[src/rtl/scalar_product_mac.sv]
// -----------------------------------------------------------------------------
// scalar_product_mac
//
// Sequential multiply-accumulate unit that forms the dot product of two packed
// unsigned vectors, one element pair per clock. It starts from element 0 on the
// first edge after reset deasserts and then walks upward. When all Ndata
// elements have been consumed, the accumulator freezes until the next reset.
// The sum wraps modulo 2^(2*Nbits).
//
// Parameters
//   Nbits : width of each unsigned element of A and B
//   Ndata : number of elements per vector (>= 1)
//
// Ports
//   clk   : system clock; all state updates on its rising edge
//   reset : synchronous, active-high; clears idx/acc and restarts the product
//   A     : packed vector, element k = A[k*Nbits +: Nbits]
//   B     : packed vector, element k = B[k*Nbits +: Nbits]
//   out   : registered accumulator (running or final dot product)
// -----------------------------------------------------------------------------
module scalar_product_mac #(
  parameter int Nbits = 4,
  parameter int Ndata = 4
) (
  input  logic                   clk,
  input  logic                   reset,
  input  logic [Ndata*Nbits-1:0] A,
  input  logic [Ndata*Nbits-1:0] B,
  output logic [2*Nbits-1:0]     out
);

  // Counter must reach Ndata itself, so it needs one more state than Ndata.
  localparam int CW = $clog2(Ndata + 1);
  localparam int PW = 2 * Nbits;
  localparam logic [CW-1:0] LAST_IDX = CW'(Ndata);

  logic [CW-1:0]    idx_q, idx_d;
  logic [PW-1:0]    acc_q, acc_d;
  logic [Nbits-1:0] a_sel, b_sel;
  logic [PW-1:0]    prod;
  logic             busy;

  // Unsigned add that silently wraps modulo 2^PW (no saturation, no flag).
  function automatic logic [PW-1:0] wrap_add(input logic [PW-1:0] x,
                                             input logic [PW-1:0] y);
    logic [PW:0] full;
    full = {1'b0, x} + {1'b0, y};
    return full[PW-1:0];
  endfunction

  // Element select by index. The select is built as a mux over constant
  // slices, so idx == Ndata never produces an out-of-range part-select; in
  // that state the selected value is unused anyway.
  always_comb begin
    a_sel = '0;
    b_sel = '0;
    for (int k = 0; k < Ndata; k++) begin
      if (idx_q == CW'(k)) begin
        a_sel = A[k*Nbits +: Nbits];
        b_sel = B[k*Nbits +: Nbits];
      end
    end
  end

  // Zero-extend both operands so the product is a full-width unsigned result.
  assign prod = {{Nbits{1'b0}}, a_sel} * {{Nbits{1'b0}}, b_sel};
  assign busy = (idx_q < LAST_IDX);

  always_comb begin
    idx_d = idx_q;
    acc_d = acc_q;
    if (busy) begin
      idx_d = idx_q + 1'b1;
      acc_d = wrap_add(acc_q, prod);
    end
  end

  // State register: reset takes priority over accumulation on the same edge.
  always_ff @(posedge clk) begin
    if (reset) begin
      idx_q <= '0;
      acc_q <= '0;
    end else begin
      idx_q <= idx_d;
      acc_q <= acc_d;
    end
  end

  assign out = acc_q;

endmodule

[config.mk]
export PLATFORM = sky130hd
export DESIGN_NAME = scalar_product_mac
export DESIGN_NICKNAME = d
export VERILOG_FILES = /design/src/rtl/scalar_product_mac.sv
export SDC_FILE = /design/constraint.sdc
export NUM_CORES = 1
export LEC_CHECK = 0
export ABC_CLOCK_PERIOD_IN_PS = 4600
export BUFFER_PORTS_ARGS = -buffer_cell sky130_fd_sc_hd__buf_2
export CORE_MARGIN = 10
export CORE_UTILIZATION = 50
export CTS_CLUSTER_SIZE = 20
export DETAILED_ROUTE_END_ITERATION = 6
export GPL_ROUTABILITY_DRIVEN = 0
export PLACE_DENSITY = 0.77
export SLEW_MARGIN = 20
export SYNTH_ARGS = -nofsm -noshare
export SYNTH_HDL_FRONTEND = slang
export SYNTH_SLANG_ARGS = --single-unit
[constraint.sdc]
create_clock -name clk -period 4.6 [get_ports clk]
set_input_delay 0.92 -clock clk [delete_from_list [all_inputs] [get_ports clk]]
set_output_delay 0.92 -clock clk [all_outputs]
set_load 0.02 [all_outputs]
# After elaboration in Yosys (flattened, before gate mapping)
# Cells that the tools add are included.
# op_classes
add_sub_neg	2
n_mul	1
n_lt_le_gt_ge	1
eq_ne	3
mux	8
reduce_logical	1
# ops
cell	n
4-bit 2-to-1 mux	8
8-bit adder	1
4-bit by 4-bit multiplier with 8-bit output	1
3-bit by 2-bit equality test with 1-bit output (second input constant)	2
3-bit by 1-bit adder with 3-bit output (second input constant)	1
3-bit by 1-bit equality test with 1-bit output (second input constant)	1
3-bit zero test	1
3-bit less-than comparator (second input constant)	1
# word_totals
register_bits	11
out_inout_bits	8

# Longest topological paths before layout
# logic_depth
word_depth	7
depth_mapped	20
depth_no_buf	19

# Least setup slack after synthesis
# No wires, ideal clock.
# synth_path
path_kind	in2reg
from	input port B[7]
to	register acc_q[7], in the netlist out[7]
setup_ps	123
t_arrival_ps	4112
required_ps	4477
path_slack_ps	364
cell_stages	15
n_path_buf	0
cell_sequence	nand2_1 > o21ai_0 > o211ai_1 > nor3_1 > a31oi_1 > fa_1 > fa_1 > fa_1 > inv_1 > ha_1 > nand2b_1 > a21oi_4 > a22oi_1 > o21ai_1 > mux2_1
# synth_between
elab_chain_len	5
# synth_rtl
element	line	source
start, declared	28	input logic [Ndata*Nbits-1:0] B,
4-bit 2-to-1 mux (3 in series)	58	if (idx_q == CW'(k)) begin
4-bit by 4-bit multiplier with 8-bit output	66	assign prod = {{Nbits{1'b0}}, a_sel} * {{Nbits{1'b0}}, b_sel};
8-bit adder	47	full = {1'b0, x} + {1'b0, y};
end signal, assigned	82	acc_q <= '0;
end signal, assigned	85	acc_q <= acc_d;
end, declared	38	logic [PW-1:0] acc_q, acc_d;
# No other way between the ends.
# A chain may end at the register's enable or synchronous reset.

# Worst setup path after layout
# layout_path
from	register idx_q[0]
to	register acc_q[7], in the netlist out[7]
# layout_between
elab_chain_len	7
# layout_rtl
element	line	source
start, declared	37	logic [CW-1:0] idx_q, idx_d;
start signal, assigned	84	idx_q <= idx_d;
3-bit zero test	58	
4-bit 2-to-1 mux (4 in series)	58	
4-bit by 4-bit multiplier with 8-bit output	66	
8-bit adder	47	
# Parallel ways exist; a longest one is shown, timed or not.

==> impl_results.md <==
* Critical path data required time at 4760 ps
* PwrDens at 731 nW/um^2
* Final Max Slew Viols at 0
* Peak supply drop at 565 uV
* DP Wirelength at 2930 um
* Die H at 74.0 um
* Hold_ws at 478 ps
* Max_slew headroom at 71.8%
* PortBufs at 41
* Hold Path Sink: out[3]
* Reg2reg path depth at 18
* Iteration-0 DRC Markers at 93
* CTS max path bufs at 2
* Drt total wl at 3420 um
* #FFs+latches synth at 11
* Inst Count DP at 251
* Worst-Skew Late Latency at 270 ps
* Initial DRT Pass Iterations at 4
* WL/cell at 13.4 um
* Most frequent cell after synthesis: inv_1
* Post-Syn Area per Cell at 8.02 um^2
* Cell family with most CP delay: adder cells
* # fillers at 276
* Synth top area share at 17.2%
* Max-Cap Viols at 0
* Final core occ at 62.8%
* Final worst setup slack at 306 ps
* Die Area at 5480 um^2
* Int Pwr at 636 uW
* Synth Net Count at 245
* Number of CTS-inserted buffers at 3
* Worst reg2reg setup slack at 310 ps
* CP endpoint kind: register
* Initial antenna violation count at 0
* Final TNS setup at 0 ps
* Sequential area share after synthesis at 15.1%
* Setup violations, final at 0
* Count of standard-cell rows at 19
* Main area contributors after synthesis: ha_1 17%, dfxtp_1 15%, fa_1 12%, a21oi_1 6.9%, inv_1 6.4%
* Clock root buffer: clkbuf_4
* Buf/Inv on CP at 4
* Register share of total power at 12.2%
* Starting Density at 52.5%
* FF-to-FF End: out[7]
* Main synth FF type: dfxtp_1
* Via count at 1383
* # IOs at 42
* Htree depth at 1
* Min Tclk post-route at 4290 ps
* Sw Share at 50.2%
* # nets final at 288
* Critical path arrival at 4450 ps
* Clock power frac at 5.3%
* Vias in the first global route at 1390
* Final routed DRC violation total at 0
* DRT antenna net count at 0
* Clk_skew at 1.92 ps
* Non-Filler Instances at 255
* Number of synthesized flops with an enable pin at 0
* DP Worst Slack at 22.6 ps
* WHS Path Cells at 2
* Global-route wire length before repair at 5960 um
* Largest net degree at the start of global routing at 19
* Area leader, netlist: ha_1
* Final hold viol count at 0
* Total GRT Usage at 13.1%
* Yosys warns at 0
* Critical path depth in cells at 18
* Share of cells above drive strength 1 at 25.9%
* Total grt overflow at 0
* WS Path Type: reg -> reg
* Reg-to-Reg Start: idx_q[0]
* Die Wd at 74.0 um
* Post-synthesis cell count at 182
* Unique masters post-synth at 35
* Clock net sink count at 11
* Status: completed
* Pleak at 0.000849 uW
* Mapped Area at 1460 um^2
* Critical Path Fanout Max at 8
* Via density at 5.42
* Worst-Margin Slew at 420 ps
* Crit path cell chain: inv_1 -> ha_1 -> nand2_1 -> o21ai_0 -> o211ai_1 -> buf_4 -> o31ai_1 -> fa_1 -> ha_1 -> inv_1 -> fa_1 -> inv_1 -> ha_1 -> o21ai_2 -> a21oi_4 -> a22oi_1 -> o21ai_1 -> mux2_1
* Worst-path clk slew at 70 ps
* Hold path start: out[3]
* Post-synthesis async set-or-reset flop share at 0%
* Crit path largest cell delay at 500 ps
* Crit start category: register
* Area delta synth->final at 19.7%
* Final Cycle Share at 93.3%
* Unrepaired setup endpoints after global routing: no
* Crit-path slowest cell: fa_1
* Synth cell count leaders: 25 x inv_1, 20 x a21oi_1, 20 x ha_1, 17 x nor2_1, 13 x nand2_1
* Logic pwr share at 82.6%
* Number of antenna diodes at 0
* Hold Path Class: reg -> reg
* Psw at 641 uW
* Fmax at 233 MHz
* Core Region at 2780 um^2
* CTS tree: yes
==> logic make-up after synthesis <==
kind of cell | count (synthesis) | share of synthesized area [%]
simple gates | 51 | 16.9
fa+ha+maj | 29 | 29.5
buf+inv | 33 | 8.83
compound gates | 49 | 23.2
xor+xnor | 4 | 2.92
mux | 5 | 3.52
flops | 11 | 15.1
==> area by class of cell <==
| class | instances | area [um^2] | share of cell area [%] |
|---|---|---|---|
| Inverter | 25 | 93.8 | 5.37 |
| Multi-Input combinational cell | 138 | 1120 | 64.4 |
| Tap cell | 31 | 38.8 | 2.22 |
| Timing Repair Buffer | 46 | 243 | 13.9 |
| Clock buffer | 4 | 26.3 | 1.50 |
| Sequential cell | 11 | 220 | 12.6 |
==> worst register-to-register path: stages (launching register included) <==
cell and delay [ps]:
dfxtp_1 350, inv_1 90, ha_1 310, nand2_1 80, o21ai_0 160, o211ai_1 120, buf_4 160, o31ai_1 400
fa_1 480, ha_1 290, inv_1 50, fa_1 500, inv_1 40, ha_1 330, o21ai_2 220, a21oi_4 50
a22oi_1 140, o21ai_1 90, mux2_1 310
==> power by group through the flow <==
stage	sequential, uW	combinational, uW	clock, uW
CTS	157	1040	72.2
floorplan	178	769	0
global placement	157	1010	0
global route	161	1230	74.7
finish	156	1050	67.1
detailed placement	159	1020	0
==> cell usage in the layout, fill, tap and decap left out, types with 2 or more instances in the layout <==
cell and count:
nand2_1 13, ha_2 2, nand3_1 4, a32o_1 9
mux2i_1 4, clkbuf_4 3, o31ai_1 3, ha_1 18
buf_4 5, or2_2 2, nor2b_1 2, fa_1 9
o21ai_0 2, nand2b_1 3, a21oi_1 19, nor3_1 2
inv_1 25, nand3b_1 7, xor2_1 2, buf_2 41
o22ai_1 2, dfxtp_1 11, nor2_1 16, a32oi_1 3
==> registers in the layout, summed over array words and instances (netlist names) <==
signal,flops
idx_q,3
out,8
==> repair_timing <==
action,in CTS,in global routing
endpoints found under the hold margin,0,0
buffers inserted,0,0
setup endpoints to repair,0,3
hold buffers,0,0
gates resized for setup,0,5
==> metrics by stage <==
stage / power (uW) / area [um^2]
floorplan: 947 / 1460
global placement: 1170 / 1710
detailed placement: 1180 / 1710
CTS: 1270 / 1730
global route: 1470 / 1750
finish: 1280 / 1750
==> metal layers <==
layer	vias to the layer above	track usage [%]	part of all wire [%]
met1	611	16.6	44
li1	721	-	-
met5	-	0	0
met3	7	2.66	7.9
met2	44	21.4	46
met4	0	4.97	1.8
==> how the worst max path moves through the flow <==
stage | to | from | slack, ps
after detailed placement | out[7] | B[3] | 20
after CTS | out[7] | idx_q[1] | 160
after global placement | out[7] | B[3] | 90
after floorplan | out[7] | B[7] | 360
final | out[7] | idx_q[0] | 310
after global routing | out[7] | idx_q[0] | 10
No activity file was read; power rests on OpenSTA's default activity.
